[config.mk]
export PLATFORM = sky130hd
export DESIGN_NAME = clk_mode_sched_flat
export DESIGN_NICKNAME = d
export VERILOG_FILES = /design/src/rtl/clk_mode_sched_if.sv /design/src/rtl/clk_mode_sched.sv /design/src/flat_wrapper.sv
export SDC_FILE = /design/constraint.sdc
export NUM_CORES = 1
export LEC_CHECK = 0
export CAP_MARGIN = 20
export CELL_PAD_IN_SITES_DETAIL_PLACEMENT = 1
export CELL_PAD_IN_SITES_GLOBAL_PLACEMENT = 1
export CORE_MARGIN = 2
export CORE_UTILIZATION = 30
export DETAILED_ROUTE_END_ITERATION = 7
export PLACE_DENSITY = 0.82
export SYNTH_ARGS = -nofsm -noshare
export SYNTH_HDL_FRONTEND = slang
export SYNTH_SLANG_ARGS = --single-unit
[constraint.sdc]
create_clock -name clk -period 2.1 [get_ports clk]
set_clock_uncertainty 0.05 [all_clocks]
set_input_delay 0.21 -clock clk [delete_from_list [all_inputs] [get_ports clk]]
set_output_delay 0.21 -clock clk [all_outputs]
set_load 0.01 [all_outputs]
[src/rtl/clk_mode_sched_if.sv]
// Signal bundle between the clock mode scheduler and its neighbours (keys, editor,
// timekeeper, alarm register, display mux). master = scheduler side.
interface clk_mode_sched_if;
  logic        key_mode;
  logic        key_act;
  logic [15:0] time_bcd;
  logic [15:0] alarm_bcd;
  logic [15:0] kb_data_out;
  logic        kb_data_out_vld;
  logic        kb_en;
  logic        kb_load;
  logic [15:0] kb_data_in;
  logic        cnt_pause;
  logic        time_load;
  logic        alarm_wr;
  logic [15:0] wr_data;
  logic        err;
  logic [1:0]  mode;

  modport master (
    input  key_mode, key_act, time_bcd, alarm_bcd, kb_data_out, kb_data_out_vld,
    output kb_en, kb_load, kb_data_in, cnt_pause, time_load, alarm_wr, wr_data, err, mode
  );

  modport slave (
    output key_mode, key_act, time_bcd, alarm_bcd, kb_data_out, kb_data_out_vld,
    input  kb_en, kb_load, kb_data_in, cnt_pause, time_load, alarm_wr, wr_data, err, mode
  );
endinterface

[src/rtl/clk_mode_sched.sv]
// Digital clock mode scheduler: drives keyboard_ctrl to edit time (and alarm when
// CLK_SCHED_ALARM_EN is defined), validates results and writes them back.
module clk_mode_sched #(
  parameter int unsigned TIMEOUT_CYC = 500_000_000,
  parameter int unsigned CNT_W       = 29
) (
  input logic              clk,
  input logic              rst,
  clk_mode_sched_if.master bus
);

`ifdef CLK_SCHED_ALARM_EN
  typedef enum logic [2:0] {
    StRun, StLoadT, StEditT, StWriteT, StLoadA, StEditA, StWriteA
  } state_e;
  localparam state_e ModeFromEditT = StLoadA;
`else
  typedef enum logic [2:0] {
    StRun, StLoadT, StEditT, StWriteT
  } state_e;
  localparam state_e ModeFromEditT = StRun;
  logic unused_alarm;
  assign unused_alarm = ^bus.alarm_bcd;
`endif

  state_e            state_q, state_d;
  logic [CNT_W-1:0]  cnt_q, cnt_d;
  logic [15:0]       wr_data_q, wr_data_d;
  logic              err_q, err_d;

  logic   is_edit;
  state_e wr_st, ld_st, md_st;
  logic   result_ok;
  logic   timeout;

  function automatic logic bcd_time_ok(input logic [15:0] v);
    return (v[15:12] <= 4'd9) && (v[11:8] <= 4'd9) && (v[7:4] <= 4'd9) &&
           (v[3:0] <= 4'd9) && (v[15:8] <= 8'h23) && (v[7:0] <= 8'h59);
  endfunction

  assign result_ok = bcd_time_ok(bus.kb_data_out);
  assign timeout   = (cnt_q == CNT_W'(TIMEOUT_CYC - 1));

  // Both edit states share one step; only their successor states differ.
  always_comb begin
    is_edit = (state_q == StEditT);
    wr_st   = StWriteT;
    ld_st   = StLoadT;
    md_st   = ModeFromEditT;
`ifdef CLK_SCHED_ALARM_EN
    if (state_q == StEditA) begin
      is_edit = 1'b1;
      wr_st   = StWriteA;
      ld_st   = StLoadA;
      md_st   = StRun;
    end
`endif
  end

  always_comb begin
    state_d   = state_q;
    cnt_d     = '0;
    err_d     = 1'b0;
    wr_data_d = wr_data_q;
    if (is_edit) begin
      if (bus.kb_data_out_vld) begin
        wr_data_d = bus.kb_data_out;
        if (result_ok) begin
          state_d = wr_st;
        end else begin
          state_d = ld_st;
          err_d   = 1'b1;
        end
      end else if (bus.key_mode) begin
        state_d = md_st;
      end else if (bus.key_act) begin
        cnt_d = '0;
      end else if (timeout) begin
        state_d = StRun;
      end else begin
        cnt_d = cnt_q + CNT_W'(1);
      end
    end else begin
      unique case (state_q)
        StRun:    if (bus.key_mode) state_d = StLoadT;
        StLoadT:  state_d = StEditT;
        StWriteT: state_d = StRun;
`ifdef CLK_SCHED_ALARM_EN
        StLoadA:  state_d = StEditA;
        StWriteA: state_d = StRun;
`endif
        default:  state_d = StRun;
      endcase
    end
  end

  always_ff @(posedge clk) begin
    if (rst) begin
      state_q   <= StRun;
      cnt_q     <= '0;
      wr_data_q <= '0;
      err_q     <= 1'b0;
    end else begin
      state_q   <= state_d;
      cnt_q     <= cnt_d;
      wr_data_q <= wr_data_d;
      err_q     <= err_d;
    end
  end

  always_comb begin
    bus.kb_en      = is_edit;
    bus.kb_load    = 1'b0;
    bus.kb_data_in = '0;
    bus.cnt_pause  = 1'b0;
    bus.time_load  = 1'b0;
    bus.alarm_wr   = 1'b0;
    bus.mode       = 2'd0;
    unique case (state_q)
      StLoadT: begin
        bus.kb_load    = 1'b1;
        bus.kb_data_in = bus.time_bcd;
        bus.cnt_pause  = 1'b1;
        bus.mode       = 2'd1;
      end
      StEditT: begin
        bus.cnt_pause = 1'b1;
        bus.mode      = 2'd1;
      end
      StWriteT: begin
        bus.time_load = 1'b1;
        bus.cnt_pause = 1'b1;
        bus.mode      = 2'd1;
      end
`ifdef CLK_SCHED_ALARM_EN
      StLoadA: begin
        bus.kb_load    = 1'b1;
        bus.kb_data_in = bus.alarm_bcd;
        bus.mode       = 2'd2;
      end
      StEditA:  bus.mode = 2'd2;
      StWriteA: begin
        bus.alarm_wr = 1'b1;
        bus.mode     = 2'd2;
      end
`endif
      default: ;
    endcase
  end

  assign bus.wr_data = wr_data_q;
  assign bus.err     = err_q;

endmodule

[src/flat_wrapper.sv]
// flat-port wrapper written by rule: the top's interface ports become plain ports
module clk_mode_sched_flat 
#(
  parameter int unsigned TIMEOUT_CYC = 500_000_000,
  parameter int unsigned CNT_W       = 29
)
  (clk, rst, bus_key_mode, bus_key_act, bus_time_bcd, bus_alarm_bcd, bus_kb_data_out, bus_kb_data_out_vld, bus_kb_en, bus_kb_load, bus_kb_data_in, bus_cnt_pause, bus_time_load, bus_alarm_wr, bus_wr_data, bus_err, bus_mode);
  clk_mode_sched_if bus_i ();
  input logic clk;
  input logic rst;
  input wire logic [$bits(bus_i.key_mode)-1:0] bus_key_mode;
  input wire logic [$bits(bus_i.key_act)-1:0] bus_key_act;
  input wire logic [$bits(bus_i.time_bcd)-1:0] bus_time_bcd;
  input wire logic [$bits(bus_i.alarm_bcd)-1:0] bus_alarm_bcd;
  input wire logic [$bits(bus_i.kb_data_out)-1:0] bus_kb_data_out;
  input wire logic [$bits(bus_i.kb_data_out_vld)-1:0] bus_kb_data_out_vld;
  output wire logic [$bits(bus_i.kb_en)-1:0] bus_kb_en;
  output wire logic [$bits(bus_i.kb_load)-1:0] bus_kb_load;
  output wire logic [$bits(bus_i.kb_data_in)-1:0] bus_kb_data_in;
  output wire logic [$bits(bus_i.cnt_pause)-1:0] bus_cnt_pause;
  output wire logic [$bits(bus_i.time_load)-1:0] bus_time_load;
  output wire logic [$bits(bus_i.alarm_wr)-1:0] bus_alarm_wr;
  output wire logic [$bits(bus_i.wr_data)-1:0] bus_wr_data;
  output wire logic [$bits(bus_i.err)-1:0] bus_err;
  output wire logic [$bits(bus_i.mode)-1:0] bus_mode;
  assign bus_i.key_mode = bus_key_mode;
  assign bus_i.key_act = bus_key_act;
  assign bus_i.time_bcd = bus_time_bcd;
  assign bus_i.alarm_bcd = bus_alarm_bcd;
  assign bus_i.kb_data_out = bus_kb_data_out;
  assign bus_i.kb_data_out_vld = bus_kb_data_out_vld;
  assign bus_kb_en = bus_i.kb_en;
  assign bus_kb_load = bus_i.kb_load;
  assign bus_kb_data_in = bus_i.kb_data_in;
  assign bus_cnt_pause = bus_i.cnt_pause;
  assign bus_time_load = bus_i.time_load;
  assign bus_alarm_wr = bus_i.alarm_wr;
  assign bus_wr_data = bus_i.wr_data;
  assign bus_err = bus_i.err;
  assign bus_mode = bus_i.mode;
  clk_mode_sched #(.TIMEOUT_CYC(TIMEOUT_CYC), .CNT_W(CNT_W)) u_core (.clk(clk), .rst(rst), .bus(bus_i));
endmodule
==> impl_metrics.env <==
export IMPL_critical_path_top_delay_family="buffers and inverters"
export IMPL_drt_iter0_drc=37
export IMPL_maxCapViolCount=0
export IMPL_num_antenna_cells=0
export IMPL_core_area_sq_um=7210
export IMPL_p_sw_uw=396
export IMPL_syn_avg_cell_area_sq_um=8.20
export IMPL_tightest_slew_ns=0.592
export IMPL_p_leak_uw=0.00105
export IMPL_holdCritStartpoint="bus_kb_data_out[4]"
export IMPL_finalHoldViolations=0
export IMPL_synth_seq_cells=48
export IMPL_p_clk_frac=0.341
export IMPL_cts_setup_buffers=0
export IMPL_grtUsageTotal=0.163
export IMPL_rrSetupSlack_ns=0.19
export IMPL_synthTopCellsByArea="dfxtp_1, nand2_1, xor2_1"
export IMPL_critical_path_class="reg2out"
export IMPL_area_growth_pct=43.2
export IMPL_drive_above_1_share=0.0690
export IMPL_cpPeakStageDelay_ns=0.54
export IMPL_yosysWarningCount=0
export IMPL_ctsHoldBuffers=0
export IMPL_path_clk_slew_ns=0.09
export IMPL_crit_path_start_kind="register"
export IMPL_hold_class="in2reg"
export IMPL_place_hpwl_mm=4.82
export IMPL_reg2reg_depth=5
export IMPL_setup_tns_ns=0
export IMPL_timing_final_crit_share=0.939
export IMPL_seq_area_frac_synth=0.432
export IMPL_drt_pass1_iterations=4
export IMPL_slew_headroom=0.605
export IMPL_syn_area_sq_um=2220
export IMPL_power_density_nw_per_um2=536
export IMPL_portBuffers=74
export IMPL_ys_flop_type="dfxtp_1"
export IMPL_initial_core_util=0.308
export IMPL_hold_end="u_core.bus.wr_data[4]"
export IMPL_met2_length_mm=3.10
export IMPL_crit_buf_inv=2
export IMPL_grt_max_degree=25
export IMPL_whs_path_depth=3
export IMPL_netlist_instances=271
export IMPL_power_frac_comb=0.117
export IMPL_top_layer_used="met4"
export IMPL_cts_made_buffers=5
export IMPL_p_int_uw=1310
export IMPL_status="completed"
export IMPL_setup_viol=0
export IMPL_row_count=31
export IMPL_num_vias=2104
export IMPL_r2r_end="u_core.cnt_q[22]"
export IMPL_clock_path_buffers=2
export IMPL_die_h_microns=90.1
export IMPL_gp_congestion=0.794
export IMPL_yosys_cell_types_count=39
export IMPL_layout_common_cells="clkdlybuf4s50_1, dfxtp_1, nand2_1"
export IMPL_nets=401
export IMPL_ioPinCount=93
export IMPL_crit_chain="nor2b_2, buf_6, and2_1, clkdlybuf4s50_1"
export IMPL_gr_total_overflow=0
export IMPL_antenna_found_initial=0
export IMPL_worstSkewPairLatency_ns=0.31
export IMPL_cts_htree_levels=2
export IMPL_rsz0062_at_grt="no"
export IMPL_reg2reg_from="u_core.cnt_q[4]"
export IMPL_required_ns=1.84
export IMPL_wl_met1_mm=2.99
export IMPL_ant_nets=0
export IMPL_fmax_ghz=0.507
export IMPL_synth_edf_count=0
export IMPL_worstPathArrival_ns=1.71
export IMPL_routed_via_density=4.71
export IMPL_path_max_fanout=17
export IMPL_async_reset_ff_frac=0
export IMPL_tritoncts="built"
export IMPL_grt_pass1_vias=2107
export IMPL_cts_root_buf="clkbuf_8"
export IMPL_drc=0
export IMPL_synth_top_area_share=0.432
export IMPL_p_total_uw=1710
export IMPL_route_met3_wl_microns=246
export IMPL_dieArea_sq_um=8110
export IMPL_hold_ws_ns=0.395
export IMPL_worst_path_max_delay_cell="clkdlybuf4s50_1"
export IMPL_yosys_area_top_type="dfxtp_1"
export IMPL_grt_pass1_wl_mm=10.9
export IMPL_wl_per_cell_microns=14.4
export IMPL_end_kind="output port"
export IMPL_cts_resized=0
export IMPL_drv_slew=0
export IMPL_drt_total_wl_mm=6.44
export IMPL_dieWidth_microns=90.1
export IMPL_min_period_ns=1.97
export IMPL_ir_drop_v=0.000290
export IMPL_layout_commonest_cell="clkdlybuf4s50_1"
export IMPL_switching_share=0.232
export IMPL_clock_sinks=48
export IMPL_power_frac_seq=0.542
[synthesized netlist by cell type (all sizes together), types with 2 or more instances]
cell type and count:
buf 7, a21oi 18, xor2 16, nand4 10, or2 2, and2 18
o211ai 2, clkbuf 7, nor4b 2, or3 4, nor4 3, nor2 32
nor3 5, xnor2 7, o21ai 3, inv 4, dfxtp 48, nand2 45
a31oi 3, nand2b 2, nand3 14, and3 7
[registers in the layout (all words and copies together) (netlist names)]
name,count
u_core.cnt_q,29
u_core.state_q,2
u_core.bus.wr_data,16
u_core.bus.err,1
[worst min-delay path, delay by kind of cell]
kind	cells	cell delay (ns)
AND/OR/NAND/NOR	1	0.06
buffers and inverters	1	0.40
AO/OA/AOI/OAI	1	0.05
[how the worst max path moves through the flow]
stage                            startpoint                 to  slack (ns)  cells after the start
after floorplan             u_core.cnt_q[0]   u_core.cnt_q[22]        0.36                      8
after global placement      u_core.cnt_q[4]   u_core.cnt_q[22]        0.26                      5
after detailed placement    u_core.cnt_q[4]   u_core.cnt_q[27]        0.23                      5
after CTS                 u_core.state_q[0]  bus_kb_data_in[4]        0.01                      4
after global routing      u_core.state_q[0]  bus_kb_data_in[4]        0.02                      4
final                     u_core.state_q[0]  bus_kb_data_in[1]        0.13                      4
[kinds of logic (layout without fill, tap and decap cells)]
group	after synthesis	after routing	synth area share
compound gates	31	31	0.0856
xor+xnor	23	23	0.0907
fa+ha+maj	1	1	0.00563
buf+inv	18	94	0.0434
flops	48	48	0.432
mux	1	1	0.00450
other cells	1	2	0.00169
simple gates	148	148	0.336
[routing by layer]
layer	global-route usage	up-vias
met5	0	-
met4	0.0577	0
met3	0.0360	9
met2	0.264	47
met1	0.214	994
li1	-	1054
[cell type report]
type                            count  area [sq um]
Fill cell                         899          4030
Inverter                            4          15.0
Timing Repair Buffer               82           817
Clock buffer                        6          82.6
Clock inverter                      2          10.0
Multi-Input combinational cell    206          1170
Tap cell                           99           124
Sequential cell                    48           962
[power groups by stage]
| stage | clock (uW) | combinational [uW] | sequential [uW] |
|---|---|---|---|
| floorplan | 0 | 61.7 | 948 |
| global placement | 0 | 195 | 945 |
| detailed placement | 0 | 199 | 946 |
| CTS | 600 | 200 | 924 |
| global route | 635 | 215 | 927 |
| finish | 581 | 200 | 925 |
[through the flow]
stage / std cells / utilization / setup slack (ns) / cell area, sq um
after detailed placement: 439 / 0.427 / 0.225 / 3080
after floorplan: 272 / - / 0.359 / 2230
final: 447 / 0.441 / 0.128 / 3180
after CTS: 447 / 0.440 / 0.0122 / 3170
after global routing: 447 / 0.441 / 0.0237 / 3180
after global placement: 439 / 0.427 / 0.261 / 3080
Power figures use the tool's default switching activity.
